$ cat config.mk
export PLATFORM = sky130hd
export DESIGN_NAME = demux_1_to_3
export DESIGN_NICKNAME = d
export VERILOG_FILES = /design/src/rtl/demux_1_to_3_pkg.sv /design/src/rtl/demux_1_to_3_out_slot.sv /design/src/rtl/demux_1_to_3.sv
export SDC_FILE = /design/constraint.sdc
export NUM_CORES = 1
export LEC_CHECK = 0
export ABC_AREA = 1
export ABC_CLOCK_PERIOD_IN_PS = 3350
export BUFFER_PORTS_ARGS = -buffer_cell sky130_fd_sc_hd__buf_4
export CAP_MARGIN = 15
export CORE_MARGIN = 2
export CORE_UTILIZATION = 35
export DETAILED_ROUTE_END_ITERATION = 6
export SLEW_MARGIN = 10
export SYNTH_ARGS = -nofsm -noshare
export SYNTH_HDL_FRONTEND = slang
export SYNTH_SLANG_ARGS = --single-unit
$ cat constraint.sdc
create_clock -name clock -period 3.35 [get_ports clock]
set_input_delay 0.1675 -clock clock [delete_from_list [all_inputs] [get_ports clock]]
set_output_delay 0.1675 -clock clock [all_outputs]
set_load 0.1 [all_outputs]
$ cat src/rtl/demux_1_to_3_pkg.sv
// demux_1_to_3_pkg: datapath word width and channel select codes shared with the 3-to-1 mux
package demux_1_to_3_pkg;
  localparam int WORD_W = 16;
  localparam logic [1:0] SEL_CH0 = 2'b00;
  localparam logic [1:0] SEL_CH1 = 2'b01;
  localparam logic [1:0] SEL_CH2 = 2'b10;
  localparam logic [1:0] SEL_BAD = 2'b11;
endpackage

$ cat src/rtl/demux_1_to_3_out_slot.sv
// out_slot: one-entry holding register with load, drain and valid tracking
module out_slot
  import demux_1_to_3_pkg::*;
#(
  parameter int WIDTH = WORD_W
) (
  input  logic             clock,
  input  logic             reset,
  input  logic             i_load,
  input  logic             i_ready,
  input  logic [WIDTH-1:0] i_data,
  output logic             o_valid,
  output logic             o_free,
  output logic [WIDTH-1:0] o_data
);
  logic             r_valid;
  logic [WIDTH-1:0] r_data;
  always_ff @(posedge clock) begin
    if (reset) begin
      r_valid <= 1'b0;
      r_data  <= '0;
    end else if (i_load) begin
      r_valid <= 1'b1;
      r_data  <= i_data;
    end else if (i_ready) begin
      r_valid <= 1'b0;
    end
  end
  // a drain in the same cycle frees the slot for a new word
  assign o_free  = !r_valid || i_ready;
  assign o_valid = r_valid;
  assign o_data  = r_data;
endmodule

$ cat src/rtl/demux_1_to_3.sv
// demux_1_to_3: registered 1-to-3 demultiplexer with per-channel holding slots and drop counter
module demux_1_to_3
  import demux_1_to_3_pkg::*;
#(
  parameter int WIDTH     = WORD_W,
  parameter int ERR_CNT_W = 8
) (
  input  logic                 clock,
  input  logic                 reset,
  input  logic [WIDTH-1:0]     data_in,
  input  logic [1:0]           select,
  input  logic                 valid_in,
  output logic                 ready_in,
  output logic [WIDTH-1:0]     data_out0,
  output logic [WIDTH-1:0]     data_out1,
  output logic [WIDTH-1:0]     data_out2,
  output logic                 valid_out0,
  output logic                 valid_out1,
  output logic                 valid_out2,
  input  logic                 ready_out0,
  input  logic                 ready_out1,
  input  logic                 ready_out2,
  output logic [ERR_CNT_W-1:0] drop_count,
  output logic                 error
);
  logic [2:0]           w_load;
  logic [2:0]           w_free;
  logic [2:0]           w_valid;
  logic [2:0]           w_ready;
  logic [WIDTH-1:0]     w_data [3];
  logic                 w_drop;
  logic [ERR_CNT_W-1:0] r_drop_count;
  logic                 r_error;
  assign w_ready = {ready_out2, ready_out1, ready_out0};
  genvar i;
  generate
    for (i = 0; i < 3; i++) begin : g_slot
      assign w_load[i] = valid_in && (select == 2'(i)) && w_free[i];
      out_slot #(.WIDTH(WIDTH)) u_slot (
        .clock   (clock),
        .reset   (reset),
        .i_load  (w_load[i]),
        .i_ready (w_ready[i]),
        .i_data  (data_in),
        .o_valid (w_valid[i]),
        .o_free  (w_free[i]),
        .o_data  (w_data[i])
      );
    end
  endgenerate
  always_comb begin
    ready_in = (select == SEL_CH0) ? w_free[0] :
               (select == SEL_CH1) ? w_free[1] :
               (select == SEL_CH2) ? w_free[2] : 1'b1;
  end
  assign w_drop = valid_in && (select == SEL_BAD);
  always_ff @(posedge clock) begin
    if (reset) begin
      r_drop_count <= '0;
      r_error      <= 1'b0;
    end else if (w_drop) begin
      r_drop_count <= (r_drop_count == '1) ? r_drop_count : r_drop_count + 1'b1;
      r_error      <= 1'b1;
    end
  end
  assign data_out0  = w_data[0];
  assign data_out1  = w_data[1];
  assign data_out2  = w_data[2];
  assign valid_out0 = w_valid[0];
  assign valid_out1 = w_valid[1];
  assign valid_out2 = w_valid[2];
  assign drop_count = r_drop_count;
  assign error      = r_error;
endmodule

# Word level (Yosys, flattened, before mapping)
# Cells that the tools add are included.
totals:
  ramBits: 0
  in_bits: 24
  elab_cells: 41
  n_memories: 0
  register_bits: 60
  romBits: 0
  latch_bits: 0
classes:
  div_mod_pow: 0
  reduce_logical: 18
  eq_ne: 4
  mul: 0
  add_sub_neg: 1
  magnitude_cmp: 0
  n_shift: 0
  bitwise: 1
  muxes: 9
ops:
  columns: ["cell", "n"]
  rows:
  - ["$mux W1", 9]
  - ["$add A8 B1 Y8 const B", 1]
  - ["$eq A8 B8 Y1 const B", 1]
  - ["$logic_and A1 B1 Y1", 7]
  - ["$reduce_bool A2 Y1", 3]
  - ["$eq A2 B2 Y1 const B", 2]
  - ["$logic_not A1 Y1", 3]
  - ["$logic_or A1 B1 Y1", 3]
  - ["$eq A2 B1 Y1 const B", 1]
  - ["$logic_not A2 Y1", 1]
  - ["$reduce_and A2 Y1", 1]
  - ["$not A1 Y1", 1]

# Longest topological paths before layout
# Gate-level depths: netlist (run 1).
logic_depth:
  word_depth: 5
  mapped_depth: 8
  depth_no_buf: 7

# Cells and area by module
# Synthesis (run 1) repeated with hierarchy kept, for this count alone.
unflattened:
  hier_cells: 298
  area_unflattened_um2: 2292.2
modules_own_cells:
  columns: ["module", "area_per_inst_um2", "seq_area_each_um2", "cells_per_inst", "n_inst"]
  rows:
  - ["out_slot", 588.1, 340.3, 73, 3]
  - ["demux_1_to_3", 528.0, 180.2, 79, 1]

# Worst setup path before layout (run 1)
# Ideal clock, no wire load.
synth_path:
  path_kind: "register -> output"
  start: "register g_slot[1].u_slot.r_valid"
  end: "output ready_in"
  path_buffers: 0
  path_stages_with_launch: 6
  required_time_ps: 3182
  setup_slack_ps: 114
  arrival_time_ps: 3069
  path_cell_list: "dfxtp_1 inv_1 nor2_1 inv_1 a21oi_1 o21ai_0"
synth_between:
  elab_chain_len: 4
synth_lines:
  columns: ["element", "line_no", "source"]
  rows:
  - ["start: declaration", "demux_1_to_3_out_slot.sv:16", "logic r_valid;"]
  - ["start signal: assignment", "demux_1_to_3_out_slot.sv:20", "r_valid <= 1'b0;"]
  - ["start signal: assignment", "demux_1_to_3_out_slot.sv:23", "r_valid <= 1'b1;"]
  - ["start signal: assignment", "demux_1_to_3_out_slot.sv:26", "r_valid <= 1'b0;"]
  - ["$logic_not A1 Y1", "demux_1_to_3_out_slot.sv:30", "assign o_free = !r_valid || i_ready;"]
  - ["$logic_or A1 B1 Y1", "demux_1_to_3_out_slot.sv:30", null]
  - ["$mux W1", "demux_1_to_3.sv:53", "(select == SEL_CH1) ? w_free[1] :"]
  - ["$mux W1", "demux_1_to_3.sv:52", "ready_in = (select == SEL_CH0) ? w_free[0] :"]
  - ["end: declaration", "demux_1_to_3.sv:13", "output logic ready_in,"]
# Every way passes these cells.

# Final worst setup path (run 1)
# Same ends and word-level chain as after synthesis.

==> results of run 1 <==
area by class of cell:
class | instances | area, sq um | area share
repair buffers | 85 | 638 | 0.202
clock inverters | 7 | 67.6 | 0.0214
flip-flops and latches | 60 | 1200 | 0.380
multi-input cells | 202 | 918 | 0.290
well taps | 77 | 96.3 | 0.0305
clock buffers | 9 | 124 | 0.0392
inverters | 31 | 116 | 0.0368
power breakdown:
part	switching, uW	total (uW)	internal [uW]
Sequential	17.7	764	746
Clock	281	620	339
Combinational	318	399	81.3
Total	616	1780	1170
logic make-up (layout without fill, tap and decap cells):
logic type               Yosys count  after routing  synth area share
adder cells (fa/ha/maj)            1              1           0.00536
AO/OA/AOI/OAI                     76             76             0.164
buffers and inverters             44            132            0.0912
AND/OR/NAND/NOR                  125            125             0.224
flip-flops                        60             60             0.515
per-layer routing:
metal | part of all wire | up-vias | global-route usage
li1 | - | 1144 | -
met5 | 0 | - | 0
met2 | 0.46 | 52 | 0.247
met4 | 0.014 | 0 | 0.0779
met1 | 0.48 | 942 | 0.222
met3 | 0.043 | 6 | 0.0327
cells in the final DEF (no fill, tap or decap), types with 6 or more instances in the layout:
cell type / Yosys / routed
dfxtp_1: 60 / 60
nor2_1: 84 / 84
buf_4: 1 / 85
o21ai_1: 6 / 6
o21ai_0: 43 / 43
nand2_1: 20 / 20
nand3_1: 11 / 11
a21oi_1: 26 / 26
clkbuf_8: 1 / 9
inv_1: 27 / 27
registers in the layout (all words and copies together), names as in the netlist:
name                   flops
g_slot.u_slot.o_valid      3
g_slot.u_slot.o_data      48
error                      1
drop_count                 8
critical path: cells and delay by family (launching register included):
kind | cells | cell delay [ps]
simple gates | 1 | 210
compound gates | 2 | 200
buf+inv | 3 | 380
flops | 1 | 330
Yosys cell counts (all sizes together):
cell type / instances / area share
inv: 30 / 0.048
nor3: 2 / 0.0043
ha: 1 / 0.0054
dfxtp: 60 / 0.52
nor2: 88 / 0.15
clkinv: 1 / 0.0016
o21ai: 49 / 0.11
buf: 9 / 0.031
nand2: 21 / 0.035
nand4: 1 / 0.0027
a21oi: 26 / 0.056
clkbuf: 4 / 0.011
nand3: 13 / 0.032
o21a: 1 / 0.0032
per-stage QoR:
stage	utilization	area, sq um
floorplan	-	2330
global placement	0.465	2970
detailed placement	0.465	2970
CTS	0.495	3160
global route	0.495	3160
finish	0.495	3160
worst min-delay path by stage:
stage	slack (ps)	startpoint	cells after the start	end
global route	30	reset	2	g_slot[1].u_slot.o_valid
CTS	20	reset	2	g_slot[2].u_slot.o_valid
floorplan	240	reset	1	drop_count[1]
finish	30	reset	2	g_slot[2].u_slot.o_valid
detailed placement	370	reset	2	drop_count[1]
global placement	370	reset	2	drop_count[1]
==> run_results.csv, run 1 <==
group,metric,value,unit
run_status,outcome,"finished, final reports clean",
detailed_routing,drc,0,
floorplan,std_cell_rows,29,
sta,finalClockSkew,6.86,ps
sta,relSlewSlack,0.416,
worst_hold_path,hold_class,"primary input to flop",
yosys,postSynthCellCount,306,
power,ir_drop,0.270,mV
final_layout,areaGrowthSynthToFinish,35.6,%
floorplan,pin_count,85,
sta,slew_viol_final,0,
global_routing,antenna_found_initial,0,
yosys,avgSynthCellArea,7.62,sq um
global_routing,grt_start_max_net_pins,37,
clock_network,hold_buffers,0,
clock_network,cts.sinks,60,
yosys,syn_area,0.00233,sq mm
global_routing,grt_pass1_wl,9.34,mm
detailed_routing,vias_per_cell,4.55,
power,leakage,0.00144,uW
critical_path,path_common_cell,"inv_1",
sta,fin_crit,1600,ps
critical_path,cp-startpoint,"g_slot[1].u_slot.o_valid",
detailed_routing,ant_nets,0,
critical_path,critPathMaxFanout,2,
critical_path,required,3180,ps
floorplan,die-area,0.00733,sq mm
sta,rsz0062_at_grt,"false",
sta,setup_tns,0,ps
global_routing,grt-ovfl-total,0,
yosys,synth_seq_cells,60,
final_layout,final_nets,414,
floorplan,die_w,85.6,um
critical_path,cp-end-kind,"output port",
yosys,yosys_warnings,0,
clock_network,clkLatencyLatePin,320,ps
critical_path,rr_worst_depth,7,
critical_path,path_class,"flop to output port",
clock_network,clock_path_buffers,2,
final_layout,fin_cells,471,
critical_path,ff2ff_setup_slack,1920,ps
floorplan,start_util,0.365,
place,gp_congestion,0.839,
critical_path,crit_path_end,"ready_in",
critical_path,crit_chain,"inv_1, nor2_1, inv_1, a21oi_1, o21ai_0, buf_4",
detailed_routing,drt_iter0_drc,103,
sta,finalCritPeriodShare,0.478,
clock_network,clk_pin_slew,70,ps
critical_path,rr_startpoint,"drop_count[0]",
place,pre_cts_ws,1720,ps
yosys,yosysUniqueCellTypes,24,
critical_path,cpPeakStageDelay,330,ps
sta,fin_ws,1750,ps
sta,fmaxAchievable,625,MHz
final_layout,fillers,642,
clock_network,post_cts_resize_count,0,
critical_path,crit_arrival,1430,ps
final_layout,layout-drive-gt1-share,0.282,
global_routing,grt_use_total,0.163,
place,io_buffers,84,
final_layout,antenna_cells,0,
flow_run,max-cap-violations,0,
power,p_per_area,564,mW/mm^2
clock_network,root_buffer,"clkbuf_8",
clock_network,cts_max_level,3,
clock_network,cts_setup_buffers,0,
detailed_routing,first_pass_iters,4,
power,fin_total_pwr,1780,uW
detailed_routing,dr_total_vias,2144,
sta,tightest_slew,875,ps
detailed_routing,totalWireLength,5.85,mm
yosys,ys_seq_area_frac,0.515,
place,dp_cells,455,
yosys,syn_nets,331,
place,post-dp-hpwl,4.22,mm
floorplan,die_y,85.6,um
clock_network,cts_inserted_buffers,9,
critical_path,critical_path.startpoint_type,"flop",
sta,setup_violations,0,
detailed_routing,routedWlPerCell,12.4,um
critical_path,rr_endpoint,"drop_count[1]",
floorplan,core,0.00639,sq mm
sta,hold_viol,0,
global_routing,grt_pass1_vias,1949,
clock_network,tritoncts,"built",
critical_path,cp_slowest_cell,"dfxtp_1",
sta,finalHoldWorstSlack,34.3,ps
(Power assumes the default switching activity.)
==> run 2, diff against run 1 <==
Settings changed: ABC_CLOCK_PERIOD_IN_PS 3350 to 1300.
Clock period 3.35 ns to 1.3 ns, I/O delays scaled along.
==> run 2 against run 1 <==
Net effect:
- the run now ends with setup timing left
- cell count rose by 4.7%
- power grew to 2.5 times the previous value
- first-iteration DRC count rose by 36%
- setup slack worse by 1800 ps
- worst hold slack got worse by 20 ps
- utilization increased by 5.2 points
- clock-buffer cell count is 3 higher
- sequential power grew to 2.6 times the previous value
- critical endpoint unchanged
- largest cell class unchanged
==> run_results.csv, run 2 (synthesized netlist as in run 1, its figures left out) <==
group,metric,value,unit
detailed_routing,met2_length,2.85,mm
critical_path,cp-end-kind,"output port",
final_layout,areaGrowthSynthToFinish,49.8,%
detailed_routing,wl_met1,2.89,mm
sta,slew_viol_final,0,
detailed_routing,totalWireLength,6.26,mm
final_layout,multi_input_area,987,sq um
worst_hold_path,min_from,"ready_out2",
floorplan,start_util,0.365,
sta,finalClockSkew,10.7,ps
critical_path,ff2ff_setup_slack,100,ps
floorplan,die_w,85.6,um
detailed_routing,first_pass_iters,4,
sta,relSlewSlack,0.798,
critical_path,path_class,"flop to output port",
clock_network,clkLatencyLatePin,330,ps
power,ir_drop,0.769,mV
sta,fin_ws,-62.5,ps
critical_path,rr_endpoint,"g_slot[2].u_slot.o_data[14]",
critical_path,required,1240,ps
final_layout,fillers,637,
sta,fmaxAchievable,734,MHz
final_layout,final_cell_mix,"buf_4, nor2_1, dfxtp_1",
place,gp_congestion,0.795,
sta,setup_tns,-62.5,ps
power,leakage,0.00156,uW
clock_network,root_buffer,"clkbuf_8",
clock_network,cts_max_level,3,
sta,finalCritPeriodShare,1.05,
critical_path,cp-startpoint,"g_slot[1].u_slot.o_valid",
global_routing,grt_pass1_vias,2108,
sta,rsz0062_at_grt,"true",
detailed_routing,vias_per_cell,4.60,
critical_path,rr_startpoint,"g_slot[2].u_slot.o_valid",
detailed_routing,dr_total_vias,2269,
final_layout,final_nets,437,
final_layout,final_common_cell,"buf_4",
place,pre_cts_ws,-90.3,ps
detailed_routing,drt_iter0_drc,140,
final_layout,antenna_cells,0,
floorplan,std_cell_rows,29,
global_routing,antenna_found_initial,0,
critical_path,crit_arrival,1300,ps
clock_network,clk_pin_slew,70,ps
global_routing,grt_start_max_net_pins,49,
sta,setup_violations,1,
sta,hold_viol,0,
critical_path,rr_worst_depth,7,
floorplan,pin_count,85,
place,post-dp-hpwl,4.22,mm
floorplan,die-area,0.00733,sq mm
worst_hold_path,hold_end,"g_slot[2].u_slot.o_valid",
floorplan,core,0.00639,sq mm
power,p_per_area,1280,mW/mm^2
final_layout,regArea,0.00124,sq mm
global_routing,grt_pass1_wl,10.3,mm
critical_path,critPathMaxFanout,2,
critical_path,critical_path.startpoint_type,"flop",
run_status,outcome,"finished with violations",
global_routing,grt_use_total,0.177,
worst_hold_path,hold_class,"primary input to flop",
detailed_routing,dr.max_layer_used,"met4",
final_layout,largest_reg_flops,48,
sta,tightest_slew,303,ps
final_layout,layout-drive-gt1-share,0.332,
flow_run,max-cap-violations,0,
sta,finalHoldWorstSlack,14.3,ps
run_status,violations,"setup timing",
clock_network,tritoncts,"built",
detailed_routing,wl_met3,455,um
detailed_routing,drc,0,
global_routing,grt-ovfl-total,0,
detailed_routing,routedWlPerCell,12.7,um
detailed_routing,ant_nets,0,
sta,fin_crit,1360,ps
clock_network,cts_inserted_buffers,9,
floorplan,die_y,85.6,um
clock_network,clock_path_buffers,2,
place,io_buffers,84,
worst_hold_path,hold_depth,4,
final_layout,finish.utilization,0.547,
clock_network,cts.sinks,60,
==> run 2: changes by cell type in the layout (fill, tap and decap cells not counted), moves of 4 or more <==
cell           before  now
dlygate4sd3_1       0   17
dfxtp_4             0   11
dfxtp_1            60   49
nor2_1             84   80
==> run 2: through the flow <==
stage | power [uW] | cells | area (sq um)
after floorplan | 2790 | 306 | 2410
after global placement | 3040 | 457 | 3090
after detailed placement | 3050 | 457 | 3090
after CTS | 4520 | 490 | 3470
after global routing | 4670 | 493 | 3490
final | 4470 | 493 | 3490
==> run 2: cell type report <==
| class | instances | area share |
|---|---|---|
| clock buffers | 12 | 0.0415 |
| clock inverters | 3 | 0.00430 |
| multi-input cells | 202 | 0.283 |
| inverters | 31 | 0.0333 |
| well taps | 77 | 0.0276 |
| repair buffers | 108 | 0.255 |
| flip-flops and latches | 60 | 0.356 |
==> run 2: worst max-delay path by stage <==
| stage | endpoint | slack, ps | depth (start not counted) |
|---|---|---|---|
| 2_1_floorplan | ready_in | -40 | 5 |
| 5_1_grt | ready_in | -130 | 6 |
| 4_1_cts | ready_in | -80 | 6 |
| 3_3_place_gp | g_slot[2].u_slot.o_data[7] | -80 | 6 |
| 3_5_place_dp | g_slot[2].u_slot.o_data[7] | -90 | 6 |
| 6_report | ready_in | -60 | 6 |
==> run 2: metal layers <==
layer	track usage	vias to the layer above
met5	0	-
met4	0.0649	0
met3	0.0712	5
met2	0.268	50
met1	0.228	1017
li1	-	1197
==> run 2: report_power, final <==
group | leakage, uW | switching [uW] | internal [uW]
registers | 0.000499 | 47.4 | 1910
clock network | 0.0000860 | 678 | 724
logic | 0.000980 | 843 | 271
total | 0.00156 | 1570 | 2900
==> run 2: repair_timing <==
action                                 in CTS  in global routing
pin swaps                                   2                  6
hold buffers                               17                  0
setup endpoints to repair                  17                 17
resized for setup                          10                  4
cloned                                      0                  0
setup buffers                               1                  3
endpoints found under the hold margin      36                  0
==> run 2: critical path: stages (launching register included) <==
cell and delay, ps:
dfxtp_4 340, inv_2 40, nor2_4 140, inv_2 70, a21oi_4 150, o21ai_4 70, buf_12 160
==> run 3, diff against run 2 <==
Settings changed: ABC_CLOCK_PERIOD_IN_PS 1300 to 1600.
Clock period 1.3 ns to 1.6 ns, I/O delays scaled along.
==> run 3 against run 2 <==
Net effect:
- the run now ends clean
- clock power increased by 9%
- register-to-register slack improved by 170 ps
- critical path depth unchanged
- global-route usage increased by 0.50 points
- die area unchanged
- highest routed layer unchanged
==> run_results.csv, run 3 (synthesized netlist as in run 1, its figures left out) <==
group,metric,value,unit
final_layout,largest_reg_flops,48,
sta,tightest_slew,299,ps
clock_network,tritoncts,"built",
global_routing,grt_pass1_vias,2153,
floorplan,pin_count,85,
detailed_routing,ant_nets,0,
power,ir_drop,0.667,mV
worst_hold_path,min_from,"ready_out2",
power,fin_total_pwr,4010,uW
flow_run,max-cap-violations,0,
final_layout,fillers,621,
place,gp_congestion,0.825,
critical_path,ff2ff_setup_slack,270,ps
detailed_routing,dr.max_layer_used,"met4",
worst_hold_path,hold_depth,4,
sta,finalCritPeriodShare,0.919,
detailed_routing,vias_per_cell,4.62,
sta,relSlewSlack,0.801,
global_routing,grt_use_total,0.182,
final_layout,finish.utilization,0.538,
final_layout,regArea,0.00122,sq mm
critical_path,crit_chain,"inv_1, nor2_2, inv_1, nor2_1, o21ai_4, buf_4",
detailed_routing,wl_met1,2.91,mm
run_status,outcome,"finished, final reports clean",
floorplan,std_cell_rows,29,
clock_network,cts.sinks,60,
critical_path,critical_path.startpoint_type,"flop",
critical_path,path_class,"flop to output port",
power,leakage,0.00156,uW
final_layout,layout-drive-gt1-share,0.313,
detailed_routing,drc,0,
final_layout,areaGrowthSynthToFinish,47.2,%
sta,setup_tns,0,ps
critical_path,crit_arrival,1390,ps
final_layout,final_cell_mix,"buf_4, nor2_1, dfxtp_1",
clock_network,root_buffer,"clkbuf_8",
power,p_per_area,1170,mW/mm^2
detailed_routing,dr_total_vias,2271,
clock_network,cts_setup_buffers,0,
sta,fin_ws,130,ps
final_layout,final_nets,435,
critical_path,critPathMaxFanout,2,
floorplan,die-area,0.00733,sq mm
critical_path,rr_worst_depth,7,
critical_path,cp_slowest_cell,"dfxtp_2",
clock_network,clk_pin_slew,70,ps
critical_path,cpPeakStageDelay,320,ps
critical_path,rr_endpoint,"drop_count[1]",
sta,setup_violations,0,
global_routing,grt_pass1_wl,10.5,mm
sta,rsz0062_at_grt,"false",
critical_path,cp-end-kind,"output port",
floorplan,start_util,0.365,
final_layout,multi_input_area,938,sq um
global_routing,grt_start_max_net_pins,35,
detailed_routing,wl_met3,310,um
sta,slew_viol_final,0,
place,pre_cts_ws,281,ps
detailed_routing,first_pass_iters,5,
place,post-dp-hpwl,4.33,mm
global_routing,grt-ovfl-total,0,
worst_hold_path,hold_class,"primary input to flop",
clock_network,clock_path_buffers,2,
floorplan,core,0.00639,sq mm
sta,hold_viol,0,
clock_network,cts_max_level,3,
floorplan,die_w,85.6,um
clock_network,cts_inserted_buffers,9,
sta,finalClockSkew,7.06,ps
sta,fin_crit,1470,ps
sta,fmaxAchievable,680,MHz
floorplan,die_y,85.6,um
detailed_routing,drt_iter0_drc,63,
detailed_routing,routedWlPerCell,12.9,um
clock_network,clkLatencyLatePin,330,ps
detailed_routing,met2_length,3.01,mm
place,io_buffers,84,
detailed_routing,totalWireLength,6.33,mm
final_layout,antenna_cells,0,
critical_path,path_common_cell,"inv_1",
final_layout,final_common_cell,"buf_4",
critical_path,rr_startpoint,"drop_count[0]",
critical_path,required,1520,ps
worst_hold_path,hold_end,"g_slot[2].u_slot.o_valid",
global_routing,antenna_found_initial,0,
==> run 3: cell types whose count changed in the layout (fill, tap and decap cells not counted), moves of 3 or more <==
cell	before	now
dfxtp_2	0	9
nor2_4	5	2
inv_2	6	3
buf_12	3	0
inv_1	24	27
dfxtp_4	11	2
==> run 3: power breakdown <==
group,total (uW),internal (uW),switching (uW),leakage (uW)
sequential,1600,1560,36.1,0.000496
combinational,884,205,679,0.000954
clock,1530,917,608,0.000109
==> run 3: area by class of cell <==
| class | count | share of cell area |
|---|---|---|
| flip-flops and latches | 60 | 0.355 |
| multi-input cells | 202 | 0.273 |
| repair buffers | 106 | 0.244 |
| clock buffers | 10 | 0.0401 |
| inverters | 31 | 0.0339 |
| well taps | 77 | 0.0281 |
| clock inverters | 6 | 0.0251 |
==> run 3: worst max-delay path, delay by kind of cell, from the launching register on <==
kind	cells	cell delay (ps)
compound gates	1	70
buf+inv	3	340
flops	1	320
simple gates	2	320
==> run 3: stage by stage <==
stage | hold slack, ps | instance area (sq um) | cells
6_report | 38.1 | 3430 | 492
5_1_grt | 31.1 | 3430 | 492
4_1_cts | 24.4 | 3430 | 492
3_5_place_dp | 282 | 3030 | 459
3_3_place_gp | 283 | 3030 | 459
2_1_floorplan | 139 | 2360 | 306
==> run 3: per-layer routing <==
layer  up-vias  GRT usage
met1      1016      0.220
met5         -          0
met2        55      0.303
met4         0     0.0664
met3         9     0.0606
li1       1191          -
==> run 3: timing repair <==
item,CTS,global route
gates resized for setup,1,2
endpoints found under the setup margin,1,1
hold endpoints to repair,30,0
hold buffers,17,0
==> run 3: worst max path at each step <==
stage | end | cells after the start | from
final | ready_in | 6 | g_slot[2].u_slot.o_valid
after global routing | ready_in | 6 | g_slot[1].u_slot.o_valid
after CTS | ready_in | 6 | g_slot[2].u_slot.o_valid
after detailed placement | drop_count[1] | 7 | drop_count[0]
after global placement | drop_count[0] | 6 | drop_count[0]
after floorplan | ready_in | 5 | g_slot[1].u_slot.o_valid
